`src/rtl/picobello_pkg.sv`:
```
// Picobello multicast SAM types, the default multicast rule table and the mesh origin.
package picobello_pkg;

  localparam int unsigned SamAddrWidth = 48;
  localparam int unsigned CoordWidth   = 4;
  localparam int unsigned PortIdWidth  = 2;

  typedef struct packed {
    logic [PortIdWidth-1:0] port_id;
    logic [CoordWidth-1:0]  y;
    logic [CoordWidth-1:0]  x;
  } id_t;

  typedef struct packed {
    logic [5:0] offset;
    logic [3:0] len;
  } mask_sel_t;

  typedef struct packed {
    id_t                     idx;
    mask_sel_t               mask_x;
    mask_sel_t               mask_y;
    logic [SamAddrWidth-1:0] start_addr;
    logic [SamAddrWidth-1:0] end_addr;
  } sam_multicast_rule_t;

  localparam int unsigned SamNumRules = 2;
  localparam int unsigned ClusterX0Y0 = 0;

  // Cluster window: X tile index in addr[21:20], Y tile index in addr[19:18].
  localparam sam_multicast_rule_t ClusterRule = '{
    idx:        '{port_id: 2'd1, y: 4'd0, x: 4'd0},
    mask_x:     '{offset: 6'd20, len: 4'd2},
    mask_y:     '{offset: 6'd18, len: 4'd2},
    start_addr: 48'h0000_2000_0000,
    end_addr:   48'h0000_2040_0000
  };

  localparam sam_multicast_rule_t PeriphRule = '{
    idx:        '{port_id: 2'd3, y: 4'd2, x: 4'd5},
    mask_x:     '{offset: 6'd0, len: 4'd0},
    mask_y:     '{offset: 6'd0, len: 4'd0},
    start_addr: 48'h0000_3000_0000,
    end_addr:   48'h0000_3000_1000
  };

  localparam sam_multicast_rule_t [SamNumRules-1:0] SamMcast = {PeriphRule, ClusterRule};

  localparam logic [CoordWidth-1:0] McastX0 = SamMcast[ClusterX0Y0].idx.x;
  localparam logic [CoordWidth-1:0] McastY0 = SamMcast[ClusterX0Y0].idx.y;

endpackage

```
`src/rtl/picobello_mcast_pdep.sv`:
```
// Parallel bit deposit: the low-order bits of cnt_i land, in order, on the set bits of mask_i.
module picobello_mcast_pdep #(
  parameter int unsigned MaxMaskBits = 12
) (
  input  logic [MaxMaskBits-1:0] cnt_i,
  input  logic [MaxMaskBits-1:0] mask_i,
  output logic [MaxMaskBits-1:0] data_o
);

  localparam int unsigned IdxW = (MaxMaskBits > 1) ? $clog2(MaxMaskBits) : 1;

  // rank[gi] = number of mask bits set below position gi = which cnt bit lands there.
  logic [IdxW-1:0] rank [MaxMaskBits];

  for (genvar gi = 0; gi < MaxMaskBits; gi++) begin : g_bit
    if (gi == 0) begin : g_first
      assign rank[gi] = '0;
    end else begin : g_rest
      assign rank[gi] = rank[gi-1] + IdxW'(mask_i[gi-1]);
    end
    assign data_o[gi] = mask_i[gi] & cnt_i[rank[gi]];
  end

endmodule

```
`src/rtl/picobello_mcast_expander.sv`:
```
// Expands one multicast request into a serial stream of unicast destination IDs.
// Optional PICOBELLO_MCAST_EXPANDER_ERR_EN: unmatched addresses / masked unicast rules emit an error beat.
module picobello_mcast_expander
  import picobello_pkg::*;
#(
  parameter int unsigned                             NumRules    = SamNumRules,
  parameter sam_multicast_rule_t [NumRules-1:0]      Sam         = SamMcast,
  parameter int unsigned                             AddrWidth   = SamAddrWidth,
  parameter int unsigned                             MaxMaskBits = 12,
  parameter logic [CoordWidth-1:0]                   X0          = McastX0,
  parameter logic [CoordWidth-1:0]                   Y0          = McastY0
) (
  input  logic                 clk_i,
  input  logic                 rst_ni,
  input  logic                 req_valid_i,
  output logic                 req_ready_o,
  input  logic [AddrWidth-1:0] req_addr_i,
  input  logic [AddrWidth-1:0] req_mask_i,
  output logic                 dst_valid_o,
  input  logic                 dst_ready_i,
  output id_t                  dst_id_o,
  output logic                 dst_last_o,
  output logic                 dst_err_o
);

  localparam int unsigned CntW = MaxMaskBits + 1;
  localparam int unsigned CmpW = (AddrWidth > SamAddrWidth) ? AddrWidth : SamAddrWidth;
  localparam int unsigned SelW = $bits(id_t) + 2 * $bits(mask_sel_t);

  typedef enum logic [1:0] {
    IDLE,
    LOOKUP,
`ifdef PICOBELLO_MCAST_EXPANDER_ERR_EN
    ERR,
`endif
    EXPAND
  } state_e;

  state_e                 state_q;
  logic [AddrWidth-1:0]   addr_q, mask_q;
  logic [CntW-1:0]        cnt_q, total_q;
  logic [MaxMaskBits-1:0] m_q, b_q;
  logic [3:0]             ly_q;
  logic                   mcast_q;
  id_t                    base_q;
  logic                   dst_valid_q, dst_last_q;
  id_t                    dst_id_q;

  function automatic logic [MaxMaskBits-1:0] len_mask(input logic [3:0] len);
    return (MaxMaskBits'(1) << len) - MaxMaskBits'(1);
  endfunction

  function automatic logic [MaxMaskBits-1:0] field(input logic [AddrWidth-1:0] v, input mask_sel_t sel);
    return MaxMaskBits'(v >> sel.offset) & len_mask(sel.len);
  endfunction

  // Rule match with lowest-index priority, reduced to the fields the expansion needs.
  logic [NumRules-1:0] match, first_hit;
  logic [SelW-1:0]     sel_chain [NumRules+1];
  id_t                 lk_idx;
  mask_sel_t           lk_sel_x, lk_sel_y;

  assign sel_chain[0] = '0;
  for (genvar gi = 0; gi < NumRules; gi++) begin : g_rule
    assign match[gi] = (CmpW'(addr_q) >= CmpW'(Sam[gi].start_addr)) &&
                       (CmpW'(addr_q) <  CmpW'(Sam[gi].end_addr));
    assign sel_chain[gi+1] = sel_chain[gi] |
        (first_hit[gi] ? {Sam[gi].idx, Sam[gi].mask_x, Sam[gi].mask_y} : SelW'(0));
  end
  assign first_hit = match & (~match + NumRules'(1));
  assign {lk_idx, lk_sel_x, lk_sel_y} = sel_chain[NumRules];

  logic                   lk_mcast;
  logic [MaxMaskBits-1:0] lk_m, lk_b;
  logic [CntW-1:0]        lk_total;

  // y occupies the low bits so it is the fastest-varying coordinate.
  assign lk_mcast = (lk_sel_x.len != '0) || (lk_sel_y.len != '0);
  assign lk_m     = (field(mask_q, lk_sel_x) << lk_sel_y.len) | field(mask_q, lk_sel_y);
  assign lk_b     = (field(addr_q, lk_sel_x) << lk_sel_y.len) | field(addr_q, lk_sel_y);
  assign lk_total = (CntW'(1) << $countones(lk_m)) - CntW'(1);

`ifdef PICOBELLO_MCAST_EXPANDER_ERR_EN
  logic lk_err, err_q;
  assign lk_err = !(|match) || (!lk_mcast && (mask_q != '0));
`endif

  // Next beat to present: beat 0 from the lookup, otherwise beat cnt+1 from latched state.
  logic [CntW-1:0]        nxt_cnt, nxt_total;
  logic [MaxMaskBits-1:0] nxt_m, nxt_b, dep, coord;
  logic [3:0]             nxt_ly;
  logic                   nxt_mcast, nxt_last;
  id_t                    nxt_base, nxt_id;

  always_comb begin
    if (state_q == LOOKUP) begin
      nxt_cnt   = '0;
      nxt_total = lk_total;
      nxt_m     = lk_m;
      nxt_b     = lk_b;
      nxt_ly    = lk_sel_y.len;
      nxt_mcast = lk_mcast;
      nxt_base  = lk_idx;
    end else begin
      nxt_cnt   = cnt_q + CntW'(1);
      nxt_total = total_q;
      nxt_m     = m_q;
      nxt_b     = b_q;
      nxt_ly    = ly_q;
      nxt_mcast = mcast_q;
      nxt_base  = base_q;
    end
  end

  picobello_mcast_pdep #(
    .MaxMaskBits (MaxMaskBits)
  ) i_pdep (
    .cnt_i  (nxt_cnt[MaxMaskBits-1:0]),
    .mask_i (nxt_m),
    .data_o (dep)
  );

  assign coord    = (nxt_b & ~nxt_m) | dep;
  assign nxt_last = (nxt_cnt == nxt_total);

  always_comb begin
    nxt_id = nxt_base;
    if (nxt_mcast) begin
      nxt_id.x = X0 + CoordWidth'(coord >> nxt_ly);
      nxt_id.y = Y0 + CoordWidth'(coord & len_mask(nxt_ly));
    end
  end

  always_ff @(posedge clk_i) begin
    if (!rst_ni) begin
      state_q     <= IDLE;
      addr_q      <= '0;
      mask_q      <= '0;
      cnt_q       <= '0;
      total_q     <= '0;
      m_q         <= '0;
      b_q         <= '0;
      ly_q        <= '0;
      mcast_q     <= 1'b0;
      base_q      <= '0;
      dst_valid_q <= 1'b0;
      dst_id_q    <= '0;
      dst_last_q  <= 1'b0;
`ifdef PICOBELLO_MCAST_EXPANDER_ERR_EN
      err_q       <= 1'b0;
`endif
    end else begin
      case (state_q)
        IDLE: begin
          if (req_valid_i) begin
            addr_q  <= req_addr_i;
            mask_q  <= req_mask_i;
            state_q <= LOOKUP;
          end
        end
        LOOKUP: begin
          cnt_q       <= nxt_cnt;
          total_q     <= nxt_total;
          m_q         <= nxt_m;
          b_q         <= nxt_b;
          ly_q        <= nxt_ly;
          mcast_q     <= nxt_mcast;
          base_q      <= nxt_base;
          dst_valid_q <= 1'b1;
          dst_id_q    <= nxt_id;
          dst_last_q  <= nxt_last;
          state_q     <= EXPAND;
`ifdef PICOBELLO_MCAST_EXPANDER_ERR_EN
          if (lk_err) begin
            dst_id_q   <= '0;
            dst_last_q <= 1'b1;
            err_q      <= 1'b1;
            state_q    <= ERR;
          end
`endif
        end
        EXPAND: begin
          if (dst_ready_i) begin
            if (dst_last_q) begin
              dst_valid_q <= 1'b0;
              dst_last_q  <= 1'b0;
              dst_id_q    <= '0;
              state_q     <= IDLE;
            end else begin
              cnt_q      <= nxt_cnt;
              dst_id_q   <= nxt_id;
              dst_last_q <= nxt_last;
            end
          end
        end
`ifdef PICOBELLO_MCAST_EXPANDER_ERR_EN
        ERR: begin
          if (dst_ready_i) begin
            dst_valid_q <= 1'b0;
            dst_last_q  <= 1'b0;
            err_q       <= 1'b0;
            state_q     <= IDLE;
          end
        end
`endif
        default: state_q <= IDLE;
      endcase
    end
  end

  assign req_ready_o = (state_q == IDLE);
  assign dst_valid_o = dst_valid_q;
  assign dst_id_o    = dst_id_q;
  assign dst_last_o  = dst_last_q;
`ifdef PICOBELLO_MCAST_EXPANDER_ERR_EN
  assign dst_err_o   = err_q;
`else
  assign dst_err_o   = 1'b0;
`endif

endmodule

```
`config.mk`:
```
export PLATFORM = sky130hd
export DESIGN_NAME = picobello_mcast_expander
export DESIGN_NICKNAME = d
export VERILOG_FILES = /design/src/rtl/picobello_pkg.sv /design/src/rtl/picobello_mcast_pdep.sv /design/src/rtl/picobello_mcast_expander.sv
export SDC_FILE = /design/constraint.sdc
export NUM_CORES = 1
export LEC_CHECK = 0
export ABC_AREA = 1
export BUFFER_PORTS_ARGS = -buffer_cell sky130_fd_sc_hd__buf_2
export CAP_MARGIN = 25
export CORE_MARGIN = 2
export CORE_UTILIZATION = 55
export CTS_CLUSTER_DIAMETER = 60
export DETAILED_ROUTE_END_ITERATION = 8
export PLACE_DENSITY = 0.74
export SETUP_SLACK_MARGIN = 0.1
export SYNTH_ARGS = -nofsm -noshare
export SYNTH_HDL_FRONTEND = slang
export SYNTH_SLANG_ARGS = --single-unit
export TNS_END_PERCENT = 30
```
`constraint.sdc`:
```
create_clock -name clk_i -period 9.6 [get_ports clk_i]
set_clock_uncertainty 0.1 [all_clocks]
set_input_delay 0.48 -clock clk_i [delete_from_list [all_inputs] [get_ports clk_i]]
set_output_delay 0.48 -clock clk_i [all_outputs]
set_load 0.05 [all_outputs]
```
Word level (Yosys, flattened, before mapping)

Cells that the tools add are included.

Register bits: 175
Bits in latches: 0
Memory bits (writable): 0
ROM bits: 0
Bits of input ports: 100
Output and inout bits: 14
Logic and storage cells: 162
Memories kept: 0

Add/subtract/negate cells: 27
$mul: 0
Divide/modulo/power cells: 0
Magnitude comparators: 15
Equality and inequality tests: 7
Shift-type cells: 11
Multiplexer cells: 48
Bitwise logic cells: 25
Reduce and logical (&&, ||, !) cells: 12

Operators with widths:

| kind                                                                    | number |
|---|---|
| 48-bit by 6-bit right shift with 12-bit output                          | 4 |
| 48-bit by 30-bit >= comparator with 1-bit output, second input constant | 2 |
| 48-bit by 30-bit < comparator with 1-bit output, second input constant  | 2 |
| 12-bit bitwise AND                                                      | 5 |
| 13-bit two-way mux                                                      | 4 |
| 4-bit by 5-bit < comparator with 1-bit output, second input constant    | 10 |
| 1-bit binary-select mux with 4-bit select                               | 10 |
| 4-bit by 1-bit adder with 4-bit output                                  | 9 |
| 12-bit bitwise OR                                                       | 3 |
| 10-bit two-way mux                                                      | 3 |
| 30-bit two-way mux                                                      | 1 |
| 29-bit by 30-bit bitwise OR with 30-bit output                          | 1 |
| 29-bit two-way mux                                                      | 1 |
| 13-bit one-hot mux with 2 select lines                                  | 1 |
| 12-bit two-way mux                                                      | 2 |
| 1-bit by 4-bit left shift with 12-bit output, first input constant      | 2 |
| 12-bit by 4-bit left shift with 12-bit output                           | 2 |
| 12-bit by 2-bit subtractor with 12-bit output, second input constant    | 2 |
| 10-bit one-hot mux with 2 select lines                                  | 1 |
| 1-bit two-way mux                                                       | 17 |
| 1-bit by 1-bit adder with 2-bit output                                  | 7 |
| 13-bit by 1-bit adder with 13-bit output, second input constant         | 1 |
| 13-bit equality test                                                    | 1 |
| 1-bit by 5-bit left shift with 13-bit output, first input constant      | 1 |
| 29 further kinds                                                        | 53 |

Depth between registers and ports, before layout

Gate-level depths: netlist of the first run.

Depth in word-level cells: 32
Gate-level depth with buffers: 40
Depth with buffers taken out: 40

Hierarchy

From an unflattened synthesis of the first run, not the netlist that was laid out.

Cell total of the unflattened synthesis: 1,097
Area, all modules: 7,190.6 um^2

By module, submodules not included:

| module                   | times used | cells each | area an instance (um^2) | seq. area each (um^2) |
|---|---|---|---|---|
| picobello_mcast_expander | 1          | 777        | 5,408.9                 | 2,382.3 |
| picobello_mcast_pdep     | 1          | 320        | 1,781.7                 | 0.0 |

Worst setup path before layout of the first run

OpenSTA, ideal clock, no wires.

Kind: register -> register
Start: register addr_q[22]
End: register dst_id_q, in the netlist dst_id_o[1]
Library setup time: 132 ps
Arrival: 6,249 ps
Required time: 9,368 ps
Slack: 3,119 ps
Cell stages (with the launch flop): 37
Path buffers: 0
Clock period less this slack: 6,481 ps
Cell sequence: dfxtp_1 or2_1 nor3_1 nand2_1 nor2_4 inv_1 nor2_2 nand2_1 nand2_2 inv_1 fa_1 inv_1 ha_1 inv_1 fa_1 inv_2 ha_1 ha_1 ha_1 ha_1 ha_1 ha_1 ha_1 o21ai_0 a21oi_1 a21oi_1 nand3_1 nand2_1 nand2_1 nand3_2 nand2_1 nand2_1 nand3_1 nand3_1 nand2_1 nand2_1 a21oi_2

Elaborated cells between the ends (all ways): 83
Classes of those cells: add/sub (13); order compare (2); shift (9); mux (31); bitwise (24); reduce/logical (4)

RTL lines:

| what                                                                                                                       | RTL line                                                       | source |
|---|---|---|
| start, declared                                                                                                            | picobello_mcast_expander.sv:40                                 | `logic [AddrWidth-1:0] addr_q, mask_q;` |
| start signal, assigned                                                                                                     | picobello_mcast_expander.sv:156                                | `addr_q <= req_addr_i;` |
| 48-bit by 30-bit >= comparator with 1-bit output / 48-bit by 30-bit < comparator with 1-bit output (equally long branches) | picobello_mcast_expander.sv:65, picobello_mcast_expander.sv:66 |  |
| 1-bit logical AND *                                                                                                        | picobello_mcast_expander.sv:65                                 | `assign match[gi] = (CmpW'(addr_q) >= CmpW'(Sam[gi].start_addr)) &&` |
| 2-bit NOT                                                                                                                  | picobello_mcast_expander.sv:70                                 | `assign first_hit = match & (~match + NumRules'(1));` |
| 2-bit by 1-bit adder with 2-bit output                                                                                     | picobello_mcast_expander.sv:70                                 |  |
| 2-bit bitwise AND *                                                                                                        | picobello_mcast_expander.sv:70                                 |  |
| 29-bit two-way mux *                                                                                                       | picobello_mcast_expander.sv:68                                 | `(first_hit[gi] ? {Sam[gi].idx, Sam[gi].mask_x, Sam[gi].mask_y} : SelW'(0));` |
| 29-bit by 30-bit bitwise OR with 30-bit output *                                                                           | picobello_mcast_expander.sv:67                                 | `assign sel_chain[gi+1] = sel_chain[gi] \|` |
| 1-bit by 4-bit left shift with 12-bit output                                                                               | picobello_mcast_expander.sv:50                                 | `return (MaxMaskBits'(1) << len) - MaxMaskBits'(1);` |
| (+5 left out)                                                                                                              | n/a                                                            |  |
| via i_pdep.mask_i[2]                                                                                                       | picobello_mcast_pdep.sv:6                                      | `input logic [MaxMaskBits-1:0] mask_i,` |
| (+10 left out)                                                                                                             | n/a                                                            |  |
| 1-bit two-way mux (implied by the code)                                                                                    | picobello_mcast_pdep.sv:21                                     | `assign data_o[gi] = mask_i[gi] & cnt_i[rank[gi]];` |
| 1-bit bitwise AND                                                                                                          | picobello_mcast_pdep.sv:21                                     |  |
| 12-bit bitwise OR *                                                                                                        | picobello_mcast_expander.sv:123                                | `assign coord = (nxt_b & ~nxt_m) \| dep;` |
| 12-bit by 4-bit right shift with 4-bit output *                                                                            | picobello_mcast_expander.sv:129                                | `nxt_id.x = X0 + CoordWidth'(coord >> nxt_ly);` |
| 8-bit two-way mux *                                                                                                        | picobello_mcast_expander.sv:128                                | `if (nxt_mcast) begin` |
| 10-bit two-way mux                                                                                                         | picobello_mcast_expander.sv:184                                | `if (dst_last_q) begin` |
| 10-bit two-way mux                                                                                                         | picobello_mcast_expander.sv:183                                | `if (dst_ready_i) begin` |
| 10-bit one-hot mux with 2 select lines *                                                                                   | picobello_mcast_expander.sv:153                                | `case (state_q)` |
| end signal, assigned                                                                                                       | picobello_mcast_expander.sv:170                                | `dst_id_q <= nxt_id;` |
| end signal, assigned                                                                                                       | picobello_mcast_expander.sv:191                                | `dst_id_q <= nxt_id;` |
| end, declared                                                                                                              | picobello_mcast_expander.sv:47                                 | `id_t dst_id_q;` |

Mark *: on every way through the listed nets, which the timed path passes. The rest lies on a longest branch. The select of a mux whose other input is x is not followed.
A chain may end at the register's enable or synchronous reset.

Final worst setup path of the first run

Start: register addr_q[44]
End: register dst_id_q, in the netlist dst_id_o[1]

The elaborated chain is that of the path after synthesis.

==> results of run 1 <==
-- per-layer routing --
layer,share of wire [%],up-vias
li1,-,3780
met4,2.6,0
met3,5.4,48
met1,46,3249
met5,0,-
met2,46,205
-- cell type report --
class / instances / area share [%]
inverter: 111 / 5.090
clock buffer: 20 / 5.335
sequential: 119 / 29.10
multi-input combinational: 843 / 52.32
timing repair buffer: 62 / 3.974
clock inverter: 12 / 1.483
tap: 176 / 2.690
-- critical path: cells and delay by family (launching register included) --
kind | cells | cell delay (ps)
adder cells (fa/ha/maj) | 10 | 4220
AND/OR/NAND/NOR | 17 | 1820
buffers and inverters | 5 | 450
AO/OA/AOI/OAI | 3 | 420
flip-flops | 1 | 310
-- sequential cells by signal (all words and copies together) (netlist names) --
register,cells
state_q,2
dst_id_o,10
b_q,12
total_q,13
m_q,12
dst_last_o,1
mask_q,4
base_q,10
mcast_q,1
ly_q,4
cnt_q,13
addr_q,36
dst_valid_o,1
-- cell families after synthesis --
| logic type | Yosys count |
|---|---|
| muxes | 1 |
| DFF | 119 |
| and+or+nand+nor | 601 |
| adders and majority gates | 26 |
| other | 1 |
| buffers and inverters | 159 |
| xor gates and xnor gates | 8 |
| AOI/OAI and AO/OA | 206 |
-- power breakdown --
group          total (uW)  leakage [uW]  switching [uW]  internal, uW
registers             540      0.000970            19.1           521
clock network         600      0.000257             243           358
logic                 191       0.00226             133          58.4
-- how the worst max path moves through the flow --
stage	from	end	slack, ps	cells past startpoint
2_1_floorplan	addr_q[22]	dst_id_o[1]	3120	36
3_3_place_gp	addr_q[44]	dst_id_o[1]	2280	35
3_5_place_dp	addr_q[44]	dst_id_o[1]	2220	37
4_1_cts	addr_q[44]	dst_id_o[1]	2180	35
5_1_grt	addr_q[44]	dst_id_o[1]	1550	36
6_report	addr_q[44]	dst_id_o[1]	2180	35
-- metrics by stage --
stage	total power, uW	area, sq um	hold slack (ps)
final	1332	8185	192.9
after detailed placement	738.6	7627	330.1
after global placement	735.4	7627	326.9
after CTS	1338	8185	185.5
after floorplan	685.5	7283	318.5
after global routing	1385	8185	204.9
-- cell usage in the layout, fill, tap and decap left out, drive strengths merged, types with 2 or more instances in the layout --
master,count
a21oi,78
and2,2
buf,62
clkbuf,20
clkinv,6
clkinvlp,4
dfxtp,119
fa,3
ha,23
inv,112
nand2,233
nand3,138
nand3b,6
nand4,20
nor2,181
nor3,13
nor4,4
o211ai,12
o21ai,103
o21bai,2
o22ai,5
or2,3
xnor2,2
xor2,6
==> results.toml, run 1 <==
[run_status]
status = "finished clean"

[detailed_routing]
wl_microns = 18690
drt_pass1_iterations = 5
drt_iter0_markers = 631
via_count = 7282
routed_wire_length_per_instance_microns = 13.92
remaining_drc_errors = 0
via_per_inst = 5.422
antenna_violating_nets_post_route = 0

[layout]
n_antenna_cell = 0
layout.area.seq_sq_um = 2382
post_route_cells_drive_above_1_share_pct = 12.77
total_area_of_multi_input_combinational_cells_sq_um = 4283
synthToLayoutAreaGrowth_pct = 12.39
fill_cells = 1281
post_layout_nonfiller_instances = 1343
layout.nets = 1280
post-route-util_pct = 62.56

[placed_design]
dpl_cells = 1311
hpwlAfterDp_microns = 13250
gp_congestion = 0.9070
dp_slack_ps = 2224
portBuffers = 56

[sta]
finalHoldViolCount = 0
finalSetupViolations = 0
final_min_period_over_clock_period_pct = 77.24
max_slew_margin_pct = 37.96
post_route_worst_setup_slack_ps = 2185
setup-tns-final_ps = 0
unrepaired_setup_endpoints_after_global_routing = "no"
slew_violations = 0
worst_pin_slew_ps = 929.6
fmaxAchievable_ghz = 0.1349
min_period_ps = 7415

[synth]
post_synth_fa_ha_maj_area_fraction_pct = 4.776
synth_common_cells = "218 x nand2_1, 172 x nor2_1, 120 x nand3_1, 119 x dfxtp_1, 102 x inv_1"
synth_enable_flop_cells = 0
synth.most_common_cell = "nand2_1"
yosys.area.top_type = "dfxtp_1"
synth_seq_area_share_pct = 32.71
synth_seq_cells = 119
synth_cells = 1121
netlist-cell-type-count = 44
main_flop_type_after_synthesis = "dfxtp_1"
synth.top_cell.area_share_pct = 32.71
async_set_or_reset_flop_fraction_in_the_synthesized_netlist_pct = 0
synth_xor_area_share_pct = 0.9620
synthSimpleGateAreaFrac_pct = 37.52
synthesis.area_sq_um = 7283
yosys_warnings = 0
syn_avg_cell_area_sq_um = 6.497
synth_top_family_by_area = "simple AND/OR/NAND/NOR gates"
synth.net_count = 1247
synth-compound-area-share_pct = 15.36
synth.area.top_cells = "dfxtp_1 33%, nand2_1 11%, nor2_1 8.9%"
post_synth_mux_area_share_pct = 0.1374

[global_route]
grt_start_max_net_pins = 71
m1_gr_usage_pct = 35.23
globalRouteTotalUtil_pct = 27.20
globalRoute.totalOverflow = 0
grt_first_pass_wirelength_microns = 31190
grt.met2_usage_pct = 44.76
top_usage_layer = "met2"
grt_util_met3_pct = 4.981
number_of_antenna_violations_at_the_first_check_in_global_routing = 0
number_of_global_route_vias_before_repair = 6679

[power_and_ir_drop]
powerDensity_nw_per_um2 = 162.7
p_leak_uw = 0.003484
vdd_ir_drop_max_uv = 170.0

[clock_network]
clock-sinks = 119
cts_setup_buffers = 0
worst_setup_hold_path_clk_slew_ps = 60
clk_latency_ps = 440
ctsHtreeMaxLevel = 4
cts_root_buf = "clkbuf_16"
cts_max_path_buffers = 2
tritoncts_clock_tree = "yes"
cts_inserted_buffers = 17
holdBufCountCts = 0
post_cts_resized = 0

[worst_hold_path]
min_path_type = "in -> reg"
worstHoldEndpoint = "addr_q[46]"
timing.hold.worst.start = "req_addr_i[46]"
worstHoldPathCells = 3

[critical_path]
worst-setup-path-type = "reg -> reg"
worst-endpoint-arrival_ps = 7680
cp_common_cell = "ha_1"
ff2ff_setup_slack_ps = 2180
worst_setup_path_end_kind = "flop"
crit_path_top_delay_cell = "fa_1"
critical-path-max-stage-delay_ps = 560
timing.rr.end = "dst_id_o[1]"
r2r.worst_path.cells = 35
required_ps = 9860
crit_path_start_kind = "flop"
regToRegStartpoint = "addr_q[44]"
critical_path_peak_fanout = 8

[floorplanning]
fp.dieArea_sq_um = 14180
die-height_microns = 119.1
die_w_microns = 119.1
fp.coreArea_sq_um = 13090
io_pins = 114
core.rowCount = 42
initial_core_util_pct = 55.66

[run]
cap_violations = 0
Note: power is estimated with default switching activity, not from simulation.
==> inputs of run 2 (changes only) <==
--- a/config.mk
+++ b/config.mk
@@ -9,10 +9,10 @@
 export BUFFER_PORTS_ARGS = -buffer_cell sky130_fd_sc_hd__buf_2
 export CAP_MARGIN = 25
 export CORE_MARGIN = 2
-export CORE_UTILIZATION = 55
+export CORE_UTILIZATION = 52
 export CTS_CLUSTER_DIAMETER = 60
 export DETAILED_ROUTE_END_ITERATION = 8
-export PLACE_DENSITY = 0.74
+export PLACE_DENSITY = 0.73
 export SETUP_SLACK_MARGIN = 0.1
 export SYNTH_ARGS = -nofsm -noshare
 export SYNTH_HDL_FRONTEND = slang
==> constraint.sdc (replaced) <==
create_clock -name clk_i -period 6.68 [get_ports clk_i]
set_clock_uncertainty 0.1 [all_clocks]
set_input_delay 0.334 -clock clk_i [delete_from_list [all_inputs] [get_ports clk_i]]
set_output_delay 0.334 -clock clk_i [all_outputs]
set_load 0.05 [all_outputs]
==> run 2 against run 1 <==
Against the previous run: sequential power up 44%; setup slack worse by 1600 ps; power is 45% higher; cell area is 3.4% higher; worst hold slack worse by 130 ps; non-clock buffer count rose by 20; final cell count is 1.6% higher; combinational power increased by 47%; fmax up 22%; register-to-register slack got worse by 1600 ps; flip-flop and latch count stayed put; critical endpoint unchanged; highest routed layer unchanged.
==> results.toml, run 2 (synthesis gave the netlist of run 1 again) <==
[run_status]
status = "finished clean"

[clock_network]
cts_root_buf = "clkbuf_16"
tritoncts_clock_tree = "yes"
cts_max_path_buffers = 2
worst_setup_hold_path_clk_slew_ps = 60
clock-sinks = 119
clk_latency_ps = 420
ctsHtreeMaxLevel = 4
cts_inserted_buffers = 17

[floorplanning]
fp.dieArea_sq_um = 14970
initial_core_util_pct = 52.88
die_w_microns = 122.3
fp.coreArea_sq_um = 13770
io_pins = 114
core.rowCount = 43
die-height_microns = 122.3

[global_route]
grt_first_pass_wirelength_microns = 31320
number_of_antenna_violations_at_the_first_check_in_global_routing = 0
grt_start_max_net_pins = 68
m1_gr_usage_pct = 34.88
grt.met2_usage_pct = 42.47
globalRouteTotalUtil_pct = 26.24
top_usage_layer = "met2"
globalRoute.totalOverflow = 0
grt_util_met3_pct = 5.762
number_of_global_route_vias_before_repair = 6615

[layout]
largest_register = "addr_q"
largest_reg_flops = 36
synthToLayoutAreaGrowth_pct = 16.18
layout_common_cells = "218 x nand2_1, 172 x nor2_1, 119 x nand3_1, 119 x dfxtp_1, 101 x inv_1"
post_layout_nonfiller_instances = 1365
n_antenna_cell = 0
post_route_cells_drive_above_1_share_pct = 15.44
mostFrequentLayoutCell = "nand2_1"
largestRegisters = "addr_q: 36 flops, cnt_q: 13 flops, total_q: 13 flops"
layout.nets = 1300

[critical_path]
critical_path_peak_fanout = 7
critical-path-max-stage-delay_ps = 520
r2r.worst_path.cells = 36
path_buf_inv = 6
critical-path-top-delay-family = "adder cells"
crit_path_top_delay_cell = "fa_1"
ff2ff_setup_slack_ps = 590
worst-setup-path-type = "reg -> reg"
crit_path_start_kind = "flop"
cp_common_cell = "nand3_1"
required_ps = 6930
regToRegStartpoint = "addr_q[43]"
cp-startpoint = "addr_q[43]"
worst-endpoint-arrival_ps = 6330
worst_setup_path_end_kind = "flop"
timing.rr.end = "dst_id_o[1]"

[detailed_routing]
wl_microns = 19030
remaining_drc_errors = 0
antenna_violating_nets_post_route = 0
drt_iter0_markers = 565
drt_pass1_iterations = 7
via_per_inst = 5.464
via_count = 7458
routed_wire_length_per_instance_microns = 13.94

[power_and_ir_drop]
powerDensity_nw_per_um2 = 227.7
p_leak_uw = 0.003569
vdd_ir_drop_max_uv = 285.7

[worst_hold_path]
min_path_type = "in -> reg"
timing.hold.worst.start = "req_addr_i[42]"
worstHoldPathCells = 3
worstHoldEndpoint = "addr_q[42]"

[sta]
worst_pin_slew_ps = 913.2
finalHoldViolCount = 0
setup-tns-final_ps = 0
final_min_period_over_clock_period_pct = 91.12
unrepaired_setup_endpoints_after_global_routing = "no"
min_period_ps = 6087
max_slew_margin_pct = 39.05
fmaxAchievable_ghz = 0.1643
slew_violations = 0
finalSetupViolations = 0

[run]
cap_violations = 0

[placed_design]
gp_congestion = 0.9020
hpwlAfterDp_microns = 13490
dpl_cells = 1331
portBuffers = 56
[run 2: timing repair]
item	in CTS	in global routing
hold buffers	0	0
endpoints found under the setup margin	0	4
resized for setup	0	16
buffers inserted	0	4
[run 2: worst max path at each step]
stage / endpoint / depth (start not counted)
finish: dst_id_o[1] / 36
global route: dst_id_o[1] / 31
CTS: dst_id_o[1] / 37
detailed placement: dst_id_o[1] / 37
global placement: dst_id_o[1] / 37
floorplan: dst_id_o[1] / 36
[run 2: tightest hold or removal path, cell delays in order]
cell and delay (ps):
buf_2 70, o21ai_0 70, nor2_1 70
[run 2: layout make-up]
class,instances,area (sq um)
Multi-Input combinational cell,843,4404
Tap cell,180,225.2
Fill cell,1353,5311
Clock buffer,18,439.2
Inverter,111,416.7
Sequential cell,119,2382
Timing Repair Buffer,82,475.5
Clock inverter,12,118.9
[run 2: per-layer routing]
metal	routed length, microns	vias up
met4	338	0
li1	-	3808
met2	8702	234
met1	8815	3387
met5	0	-
met3	1172	29
[run 2: report_power, final]
part | leakage (uW) | switching [uW] | internal (uW)
Sequential | 0.000970 | 27.5 | 749
Clock | 0.000266 | 347 | 522
Combinational | 0.00233 | 194 | 87.4
[run 2: stage by stage]
step | hold WS, ps | setup slack (ps) | util [%] | power, uW | area [sq um]
after floorplan | 318.5 | 199.0 | - | 985.2 | 7283
after global placement | 327.1 | 223.3 | 56.29 | 1061 | 7752
after detailed placement | 329.7 | 177.7 | 56.29 | 1064 | 7752
after CTS | 54.27 | 101.4 | 60.34 | 1928 | 8310
after global routing | 70.84 | 83.42 | 61.44 | 2004 | 8462
final | 62.76 | 593.1 | 61.44 | 1927 | 8462
==> inputs of run 3 (changes only) <==
--- a/config.mk
+++ b/config.mk
@@ -5,7 +5,7 @@
 export SDC_FILE = /design/constraint.sdc
 export NUM_CORES = 1
 export LEC_CHECK = 0
-export ABC_AREA = 1
+export ABC_AREA = 0
 export BUFFER_PORTS_ARGS = -buffer_cell sky130_fd_sc_hd__buf_2
 export CAP_MARGIN = 25
 export CORE_MARGIN = 2
==> run 3 against run 2 <==
Against the previous run: sequential share of layout area is 1.1 points lower; flip-flop and latch count stayed put; final cell count is 12% lower; global-route usage is 1.5 points higher; cell area is 4.1% higher; critical path type unchanged; largest power group unchanged.
==> results.toml, run 3 <==
[critical_path]
path_buf_inv = 3
worst_setup_path_end_kind = "flop"
critical-path-top-delay-family = "adder cells"
crit_path_top_delay_cell = "fa_2"
critical-path-max-stage-delay_ps = 540
critical_path_peak_fanout = 5
required_ps = 6920
cp_common_cell = "ha_4"
regToRegStartpoint = "addr_q[47]"
worst-setup-path-type = "reg -> reg"
worst-endpoint-arrival_ps = 6680
cp-startpoint = "addr_q[47]"
crit_path_start_kind = "flop"

[detailed_routing]
remaining_drc_errors = 0
wl_microns = 20730
via_per_inst = 5.923
drt_iter0_markers = 807
routed_wire_length_per_instance_microns = 17.26
antenna_violating_nets_post_route = 0
via_count = 7113
drt_pass1_iterations = 6

[global_route]
grt_start_max_net_pins = 62
number_of_global_route_vias_before_repair = 6454
globalRouteTotalUtil_pct = 27.75
number_of_antenna_violations_at_the_first_check_in_global_routing = 0
globalRoute.totalOverflow = 0
grt_first_pass_wirelength_microns = 32710

[layout]
post_layout_nonfiller_instances = 1201
mostFrequentLayoutCell = "nand2_1"
layout_common_cells = "155 x nand2_1, 117 x dfxtp_1, 105 x nor2_1"
post_route_cells_drive_above_1_share_pct = 19.88
largest_register = "addr_q"
n_antenna_cell = 0
fill_cells = 1234
synthToLayoutAreaGrowth_pct = 20.98
post-route-util_pct = 63.97
largest_reg_flops = 36
largestRegisters = "addr_q: 36 flops, cnt_q: 13 flops, total_q: 13 flops"
layout.nets = 1134

[sta]
unrepaired_setup_endpoints_after_global_routing = "yes"
worst_pin_slew_ps = 1016
max_slew_margin_pct = 30.30
finalSetupViolations = 0
final_min_period_over_clock_period_pct = 96.51
fmaxAchievable_ghz = 0.1551
min_period_ps = 6447
finalHoldViolCount = 0
slew_violations = 0
post_route_worst_setup_slack_ps = 232.8

[power_and_ir_drop]
power_uw = 1833
powerDensity_nw_per_um2 = 208.0
p_leak_uw = 0.003510
vdd_ir_drop_max_uv = 208.9

[clock_network]
cts_root_buf = "clkbuf_16"
holdBufCountCts = 0
tritoncts_clock_tree = "yes"
ctsHtreeMaxLevel = 4
clock-sinks = 119
clk_latency_ps = 430
cts_inserted_buffers = 17
cts_max_path_buffers = 2
worst_setup_hold_path_clk_slew_ps = 60

[floorplanning]
fp.coreArea_sq_um = 13770
core.rowCount = 43
fp.dieArea_sq_um = 14970
io_pins = 114
die-height_microns = 122.3
initial_core_util_pct = 52.88
die_w_microns = 122.3

[synth]
yosys.area.top_type = "dfxtp_1"
netlist-cell-type-count = 79
synth_cells = 950
synth.top_cell.area_share_pct = 32.71
synth.area.top_cells = "dfxtp_1 33%, nand2_1 8.1%, a21oi_1 6.7%"
yosys_warnings = 0
main_flop_type_after_synthesis = "dfxtp_1"
synth_enable_flop_cells = 0
synth_seq_cells = 119
synth_seq_area_share_pct = 32.71
synthesis.area_sq_um = 7283
async_set_or_reset_flop_fraction_in_the_synthesized_netlist_pct = 0
synth.most_common_cell = "nand2_1"
synth_common_cells = "158 x nand2_1, 119 x dfxtp_1, 107 x nor2_1, 98 x a21oi_1, 54 x clkbuf_1"
syn_avg_cell_area_sq_um = 7.667
synth.net_count = 1076

[run]
cap_violations = 0

[placed_design]
portBuffers = 56
dpl_cells = 1157
gp_congestion = 0.9907
dp_slack_ps = 37.59
hpwlAfterDp_microns = 14110

[worst_hold_path]
timing.hold.worst.start = "req_addr_i[47]"
min_path_type = "in -> reg"

[run_status]
status = "finished clean"
[run 3: cell count changes after synthesis, moves of 32 or more]
cell     change
nand3_1     -92
and3_1      +32
inv_1       -74
o21ai_0     -68
nor2_1      -65
nand2_1     -60
[run 3: final cells by class]
class	instances	area, sq um	share of cell area, %
multi-input cells	738	4845	54.98
well taps	180	225.2	2.556
clock buffers	19	452.9	5.141
inverters	28	105.1	1.193
repair buffers	104	640.6	7.271
clock inverters	13	157.7	1.789
flip-flops and latches	119	2385	27.07
[run 3: layer usage]
metal  track usage [%]  part of all wire, %  vias to the layer above
met4             10.13                  2.4                        0
met2             44.41                   46                      279
met1             37.32                   45                     3305
met5                 0                    0                        -
met3             5.251                  6.4                       47
li1                  -                    -                     3482
[run 3: metrics by stage]
| stage | hold WS, ps | area, sq um | setup TNS (ps) |
|---|---|---|---|
| finish | 32.80 | 8811 | 0 |
| global route | 43.85 | 8811 | -60.42 |
| CTS | 26.84 | 8573 | 0 |
| detailed placement | 328.0 | 7918 | 0 |
| global placement | 317.0 | 7918 | 0 |
| floorplan | 310.3 | 7453 | 0 |
[run 3: worst register-to-register path: cells and delay by family, from the launching register on]
kind                       cells  cell delay, ps
AOI/OAI and AO/OA              7            1110
xor gates and xnor gates       3             750
adders and majority gates      9            2590
buffers and inverters          3             200
DFF                            1             330
muxes                          2             430
and+or+nand+nor                5             840
[run 3: worst paths after layout]
path                       to  slack [ps]  cells past startpoint
setup / recovery  dst_id_o[2]         230                     29
hold reg to reg        b_q[8]         350                      2
setup reg to reg  dst_id_o[2]         230                     29
hold / removal     addr_q[47]          30                      3
[run 3: power by group]
group	switching, uW	leakage, uW	total (uW)	internal [uW]
clock	362	0.000298	941	579
combinational	96.0	0.00225	145	49.3
sequential	16.9	0.000966	747	730
total	475	0.00351	1830	1360
[run 3: logic make-up after synthesis]
family,count (synthesis),synth area share [%]
DFF,119,32.71
muxes,23,4.071
adders and majority gates,26,4.776
and+or+nand+nor,414,26.39
other,1,0.05149
buffers and inverters,93,4.982
xor gates and xnor gates,44,6.803
AOI/OAI and AO/OA,230,20.22
[run 3: timing repair]
| item | 4_1_cts | 5_1_grt |
|---|---|---|
| resized for setup | 4 | 33 |
| hold endpoints to repair | 0 | 0 |
| endpoints found under the setup margin | 3 | 4 |
| pin swaps | 2 | 24 |
| setup buffers | 2 | 10 |
